**config.mk**
```make
export PLATFORM = sky130hd
export DESIGN_NAME = mult_div_unit
export DESIGN_NICKNAME = d
export VERILOG_FILES = /design/src/rtl/mdu_pkg.sv /design/src/rtl/mdu_sign_fix.sv /design/src/rtl/mult_div_unit.sv
export SDC_FILE = /design/constraint.sdc
export NUM_CORES = 1
export LEC_CHECK = 0
export ABC_AREA = 1
export ABC_CLOCK_PERIOD_IN_PS = 2700
export CELL_PAD_IN_SITES_DETAIL_PLACEMENT = 1
export CELL_PAD_IN_SITES_GLOBAL_PLACEMENT = 1
export CORE_UTILIZATION = 39
export DETAILED_ROUTE_END_ITERATION = 10
export PLACE_DENSITY = 0.78
export SETUP_SLACK_MARGIN = 0.3
export SLEW_MARGIN = 10
export SYNTH_ARGS = -nofsm -noshare
export SYNTH_HDL_FRONTEND = slang
export SYNTH_SLANG_ARGS = --single-unit
```
**constraint.sdc**
```tcl
create_clock -name clk -period 2.7 [get_ports clk]
set_clock_uncertainty 0.1 [all_clocks]
set_input_delay 0.54 -clock clk [delete_from_list [all_inputs] [get_ports clk]]
set_output_delay 0.54 -clock clk [all_outputs]
set_load 0.01 [all_outputs]
```
**src/rtl/mdu_pkg.sv**
```systemverilog
// mdu_pkg -- shared definitions for the multiply/divide unit.
//   DATA_W       operand width (32)
//   ALU_*        ALU-control codes, shared with the ALU control block
//   mdu_state_t  sequencer states
//   magnitude()  absolute value of a two's-complement operand
package mdu_pkg;

  localparam int DATA_W = 32;
  localparam int CNT_W  = 6;

  localparam logic [3:0] ALU_MULT = 4'b1111;
  localparam logic [3:0] ALU_DIV  = 4'b1110;
  localparam logic [3:0] ALU_MFHI = 4'b0011;
  localparam logic [3:0] ALU_MFLO = 4'b0100;

  typedef enum logic [1:0] {
    IDLE = 2'd0,
    CALC = 2'd1,
    FIX  = 2'd2,
    DONE = 2'd3
  } mdu_state_t;

  // 0x8000_0000 maps onto itself, which read as unsigned is the correct
  // magnitude 2^31.
  function automatic logic [DATA_W-1:0] magnitude(input logic [DATA_W-1:0] value);
    return value[DATA_W-1] ? (~value + DATA_W'(1)) : value;
  endfunction

endpackage

```
**src/rtl/mdu_sign_fix.sv**
```systemverilog
// mdu_sign_fix -- combinational conditional two's-complement negate.
//   value   in  WIDTH  unsigned magnitude result
//   negate  in  1      1: return -value, 0: return value unchanged
//   result  out WIDTH  signed result
module mdu_sign_fix #(
  parameter int WIDTH = 64
) (
  input  logic [WIDTH-1:0] value,
  input  logic             negate,
  output logic [WIDTH-1:0] result
);

  assign result = negate ? (~value + WIDTH'(1)) : value;

endmodule

```
**src/rtl/mult_div_unit.sv**
```systemverilog
// mult_div_unit -- iterative signed 32-bit multiply / divide with HI/LO.
// Works on operand magnitudes for 32 radix-2 steps, then fixes the signs.
//   clk, rst_n   clock, asynchronous active-low reset
//   alu_ctrl     1111 mult, 1110 div, 0011 MFHI, 0100 MFLO (others ignored)
//   start        alu_ctrl / operands valid this cycle
//   rs_data      multiplicand or dividend (signed)
//   rt_data      multiplier or divisor (signed)
//   busy         stall request while an operation is in flight
//   done         one-cycle pulse when HI/LO hold a new result
//   hilo_data    HI or LO read data (0 when hilo_valid is low)
//   hilo_valid   hilo_data is valid this cycle
module mult_div_unit #(
  parameter int DATA_W = mdu_pkg::DATA_W
) (
  input  logic              clk,
  input  logic              rst_n,
  input  logic [3:0]        alu_ctrl,
  input  logic              start,
  input  logic [DATA_W-1:0] rs_data,
  input  logic [DATA_W-1:0] rt_data,
  output logic              busy,
  output logic              done,
  output logic [DATA_W-1:0] hilo_data,
  output logic              hilo_valid
);

  import mdu_pkg::*;

  mdu_state_t          state;
  logic [CNT_W-1:0]    cnt;
  logic [2*DATA_W-1:0] work;       // mult: {acc, multiplier}; div: {rem, quotient}
  logic [DATA_W-1:0]   operand_b;  // multiplicand or divisor magnitude
  logic                is_div;
  logic                sign_a;
  logic                sign_b;
  logic                div_zero;
  logic [DATA_W-1:0]   hi;
  logic [DATA_W-1:0]   lo;

  logic idle_or_done;
  logic accept;

  assign idle_or_done = (state == IDLE) || (state == DONE);
  assign accept       = start && idle_or_done &&
                        ((alu_ctrl == ALU_MULT) || (alu_ctrl == ALU_DIV));

  assign busy = (state == CALC) || (state == FIX);
  assign done = (state == DONE);

  // One shift-add multiply step: add the multiplicand into the upper half
  // when the current multiplier bit is set, then shift the pair right.
  logic [DATA_W:0]     mul_sum;
  logic [2*DATA_W-1:0] mul_next;

  assign mul_sum  = {1'b0, work[2*DATA_W-1:DATA_W]} +
                    (work[0] ? {1'b0, operand_b} : '0);
  assign mul_next = {mul_sum, work[DATA_W-1:1]};

  // One restoring divide step: shift the next dividend bit into the partial
  // remainder and subtract the divisor if it fits. The partial remainder is
  // always below twice the divisor, so 33 bits hold it and its trial result.
  logic [DATA_W:0]     rem_shift;
  logic [DATA_W:0]     div_diff;
  logic [2*DATA_W-1:0] div_next;

  assign rem_shift = work[2*DATA_W-1:DATA_W-1];
  assign div_diff  = rem_shift - {1'b0, operand_b};
  assign div_next  = div_diff[DATA_W]
                   ? {rem_shift[DATA_W-1:0], work[DATA_W-2:0], 1'b0}
                   : {div_diff[DATA_W-1:0],  work[DATA_W-2:0], 1'b1};

  // Sign correction. The shared negator handles the 64-bit product, or the
  // quotient zero-extended; the remainder follows the dividend's sign.
  // A zero divisor leaves the dividend magnitude in the remainder, so the
  // remainder path already returns rs unchanged; only LO needs forcing.
  logic [2*DATA_W-1:0] fix_in;
  logic [2*DATA_W-1:0] fix_out;
  logic [DATA_W-1:0]   rem_signed;
  logic [DATA_W-1:0]   hi_result;
  logic [DATA_W-1:0]   lo_result;

  assign fix_in = is_div ? {{DATA_W{1'b0}}, work[DATA_W-1:0]} : work;

  mdu_sign_fix #(
    .WIDTH (2*DATA_W)
  ) u_sign_fix (
    .value  (fix_in),
    .negate (sign_a ^ sign_b),
    .result (fix_out)
  );

  assign rem_signed = sign_a ? (~work[2*DATA_W-1:DATA_W] + DATA_W'(1))
                             : work[2*DATA_W-1:DATA_W];
  assign hi_result  = is_div ? rem_signed : fix_out[2*DATA_W-1:DATA_W];
  assign lo_result  = (is_div && div_zero) ? '1 : fix_out[DATA_W-1:0];

  // HI/LO read port. Reads are refused while an operation is in flight so
  // the pipeline holds the instruction until the result is written.
  // NOTE: every output of this block gets a default first, so no path leaves
  // a value unassigned and no latch is inferred.
  always_comb begin
    hilo_valid = 1'b0;
    hilo_data  = '0;
    if (rst_n && start && idle_or_done) begin
      if (alu_ctrl == ALU_MFHI) begin
        hilo_valid = 1'b1;
        hilo_data  = hi;
      end else if (alu_ctrl == ALU_MFLO) begin
        hilo_valid = 1'b1;
        hilo_data  = lo;
      end
    end
  end

  // Sequencer and datapath state.
  // NOTE: sequential state uses non-blocking assignments so every register
  // samples values from before the edge, independent of statement order.
  always_ff @(posedge clk or negedge rst_n) begin
    if (!rst_n) begin
      state     <= IDLE;
      cnt       <= '0;
      work      <= '0;
      operand_b <= '0;
      is_div    <= 1'b0;
      sign_a    <= 1'b0;
      sign_b    <= 1'b0;
      div_zero  <= 1'b0;
      hi        <= '0;
      lo        <= '0;
    end else begin
      case (state)
        IDLE, DONE: begin
          if (accept) begin
            is_div   <= (alu_ctrl == ALU_DIV);
            sign_a   <= rs_data[DATA_W-1];
            sign_b   <= rt_data[DATA_W-1];
            div_zero <= (alu_ctrl == ALU_DIV) && (rt_data == '0);
            cnt      <= '0;
            if (alu_ctrl == ALU_DIV) begin
              work      <= {{DATA_W{1'b0}}, magnitude(rs_data)};
              operand_b <= magnitude(rt_data);
            end else begin
              work      <= {{DATA_W{1'b0}}, magnitude(rt_data)};
              operand_b <= magnitude(rs_data);
            end
            state <= CALC;
          end else begin
            state <= IDLE;
          end
        end
        CALC: begin
          work <= is_div ? div_next : mul_next;
          cnt  <= cnt + CNT_W'(1);
          if (cnt == CNT_W'(DATA_W-1)) begin
            state <= FIX;
          end
        end
        FIX: begin
          hi    <= hi_result;
          lo    <= lo_result;
          state <= DONE;
        end
        default: state <= IDLE;
      endcase
    end
  end

endmodule

```
==> Flow_metrics.wiki <==
{| class="wikitable"
! Metric !! Value
|-
| Most instantiated library cell after synthesis || sky130_fd_sc_hd__nand2_1
|-
| Classification of the worst-slack hold path || in -> async
|-
| Cell occurring most often along the worst timing path || sky130_fd_sc_hd__nand2_8
|-
| Port bufs || 105
|-
| Synthesized-area fraction occupied by adder cells || 5.16%
|-
| Share of the synthesized netlist area taken by xor and xnor gates || 3.41%
|-
| Violations in the final reports || setup timing
|-
| Number of pins exceeding their max-slew limit in the final report || 0
|-
| Width of the die || 218 µm
|-
| Kind of critical path || reg -> reg
|-
| Placer congestion estimate || 0.978
|-
| Syn Area/Cell || 5.88 µm²
|-
| Number of buffers created by CTS || 17
|-
| Starting Density || roughly two fifths
|-
| Worst Path Required || 2.96 ns
|-
| Nets in the synthesized netlist || 3243
|-
| Power Density || 1390 mW/mm²
|-
| Total global-route track usage || 38.3%
|-
| Number of cells produced by synthesis || 3098
|-
| Compound-Gate Fraction of Synth Area || 15.6%
|-
| Worst slack, placed || -0.779 ns
|-
| Maximum resistive drop on vdd || between 0.6 and 0.7 mV
|-
| CP top delay family || simple AND/OR/NAND/NOR gates
|-
| Height of the die || 218 µm
|-
| Ports || 106
|-
| Count of synthesis-stage warnings from yosys || 0
|-
| Path length in cells of the critical path || 18
|-
| Top post-synthesis cells by count || sky130_fd_sc_hd__nand2_1 (938), sky130_fd_sc_hd__inv_1 (423), sky130_fd_sc_hd__nor2_1 (348)
|-
| Share of layout cells above drive strength 1 || 26.5%
|-
| Number of nets with antenna violations after routing || 0
|-
| Critical path peak fanout || 7
|-
| Synth unique cells || 55
|-
| Largest family of logic cells by synthesized area || simple AND/OR/NAND/NOR gates
|-
| Total Nets Final || 3684
|-
| Run status || finished with violations
|-
| Setup TNS || -0.250 ns
|-
| Setup repair after global routing missed its margin || yes
|-
| Antenna violations before repair || 1
|-
| Sequential area share after synthesis || 23.6%
|-
| Number of placement rows || 78
|-
| Reg clk slew, reported paths || approximately 0.08 ns
|-
| Remaining Overflow, GRT || 0
|-
| Initial detailed-routing violation count || 2101
|-
| Achievable frequency || 0.359 GHz
|-
| Multiplexer fraction of the synthesized cell area || 0%
|-
| CP bufs+invs || 3
|-
| Area of the die || 0.0476 mm²
|-
| Number of sinks on the clock net || 172
|-
| Prevailing post-synth register cell || sky130_fd_sc_hd__dfrtp_1
|-
| Area added between synthesis and finish || 41.2%
|-
| Minimum setup slack among reg-to-reg paths || -0.08 ns
|-
| Final wirelength || a little under 100 mm
|-
| Number of cell instances on the worst register-to-register path || 18
|-
| Core utilization of the finished layout || a little under three fifths
|-
| Worst-margin pin slew || 1.12 ns
|-
| Routed wire length per instance || 23.5 µm
|-
| TritonCTS clock tree || yes
|-
| Largest area contributor in the synthesized netlist || sky130_fd_sc_hd__dfrtp_1
|-
| Pin count of the biggest net entering global routing || approximately 150
|-
| Crit path launch type || flip-flop
|-
| Via count of the first global-routing pass || approximately 24k
|-
| CTS hold repair buffers || 0
|-
| Worst slack on hold paths || 0.0781 ns
|-
| Number of max-cap violations || 0
|-
| Total standard cell area after synthesis || approximately 0.018 mm²
|-
| Synth Register Bits || 172
|-
| Fraction of registers with async set/reset || 100%
|-
| Peak per-stage delay on the critical path || 0.42 ns
|-
| Antenna diode instance count || 0
|-
| Via-to-Cell Ratio || 5.75
|-
| Global-route wire length before repair || 139 mm
|-
| Top area cells in the synthesized netlist || sky130_fd_sc_hd__dfrtp_1 (24%), sky130_fd_sc_hd__nand2_1 (19%), sky130_fd_sc_hd__inv_1 (8.7%)
|-
| Cell type of the slowest stage on the worst timing path || sky130_fd_sc_hd__dfrtp_1
|-
| Core outline area || 0.0458 mm²
|-
| DR vias || 23.9k
|-
| Static leakage || 13.0 nW
|-
| Final HPWL from detailed placement || between 70 and 80 mm
|-
| Final clock period utilization by the worst path || 103%
|-
| Final critical path time including I/O delays and setup || 2.78 ns
|-
| DRC violations left || 0
|-
| First-pass DRT Iterations || 6
|-
| Cell at the root of the clock tree || sky130_fd_sc_hd__clkbuf_16
|-
| Final WS setup || -0.0823 ns
|-
| Synth top area share || a little under a quarter
|-
| Skew-Pair Late Insertion Delay || between 0.4 and 0.5 ns
|-
| Arrival time at the worst endpoint || approximately 3.0 ns
|-
| Worst rel slew slack || 25.1%
|-
| Power consumption || 35.8 mW
|-
| Bufs on Longest Clock Path || 2
|-
| Final count of hold timing violations || 0
|-
| Share of synthesized cell area in and, or, nand and nor gates || 40.7%
|-
| Number of enable-type register cells in the synthesized netlist || 0
|-
| H-tree Lvls || 4
|-
| Finish-stage setup viols || 8
|-
| Cell chain of the critical path || ha_4 > fa_2 > inv_2 > nand2_2 > nand2_2 > nand3_4 > nand2_4 > nand2_4 > nand2_4 > nand2_8 > nand2_8 > buf_6 > nand2_8 > buf_12 > nand2_8 > nor2_1 > o21ai_1 > nand2_1
|-
| Setup crit end kind || flip-flop
|}
cell families (layout without fill, tap and decap cells):
logic type      count (synthesis)  after routing
compound gates                492            492
simple gates                 1749           1755
flops                         172            172
buf+inv                       540            988
fa+ha+maj                      74             74
xor+xnor                       71             71
metrics by stage:
step                std cells  instance area, µm²
finish                   4152               25700
global route             4152               25700
CTS                      4111               24100
detailed placement       4050               22300
global placement         4050               22300
floorplan                3098               18200
area by class of cell:
class,count,area [µm²]
fill,6071,20000
sequential,172,4310
timing repair buffer,521,4490
inverter,435,1660
clock buffer,19,433
tap,600,751
multi-input combinational,2392,14000
clock inverter,13,114
layout by cell type (no fill, tap or decap), types with 37 or more instances in the layout:
| cell type | n |
|---|---|
| sky130_fd_sc_hd__a21oi_1 | 114 |
| sky130_fd_sc_hd__a21oi_2 | 37 |
| sky130_fd_sc_hd__buf_4 | 362 |
| sky130_fd_sc_hd__clkdlybuf4s50_1 | 65 |
| sky130_fd_sc_hd__dfrtp_1 | 166 |
| sky130_fd_sc_hd__inv_1 | 393 |
| sky130_fd_sc_hd__nand2_1 | 847 |
| sky130_fd_sc_hd__nand2_2 | 82 |
| sky130_fd_sc_hd__nand3_1 | 243 |
| sky130_fd_sc_hd__nand3_2 | 57 |
| sky130_fd_sc_hd__nor2_1 | 296 |
| sky130_fd_sc_hd__o21ai_0 | 141 |
| sky130_fd_sc_hd__o21ai_1 | 39 |
| sky130_fd_sc_hd__xor2_1 | 44 |
worst paths after layout:
check                             startpoint       end
worst max register to register  operand_b[0]  work[32]
min in group clk                       hi[2]     hi[2]
worst max-delay path            operand_b[0]  work[32]
worst min register to register         hi[2]     hi[2]
max in group asynchronous              rst_n    hi[24]
worst min-delay path                   rst_n    hi[23]
sequential cells by signal (all words and copies together), names as in the netlist:
register,cells
is_div,1
lo,32
hi,32
work,64
state,2
cnt,6
sign_b,1
operand_b,32
sign_a,1
div_zero,1
metal layers:
layer,up-vias,wire length [µm],track usage [%]
met4,2,5070,16.5
met5,-,13,0
met3,229,6140,4.98
met1,11900,40200,49.2
li1,10900,-,-
met2,911,46000,64.1
power by group:
group	internal, mW	total (mW)	switching, mW
Combinational	10.2	27.9	17.7
Clock	1.20	2.44	1.24
Sequential	3.89	5.39	1.50
what timing repair did:
action	in CTS	in global routing
cloned	8	3
gates resized for setup	396	312
setup buffers	21	38
setup endpoints to repair	94	138
pin swaps	51	87
hold endpoints to repair	0	0
Power figures use the tool's default switching activity.
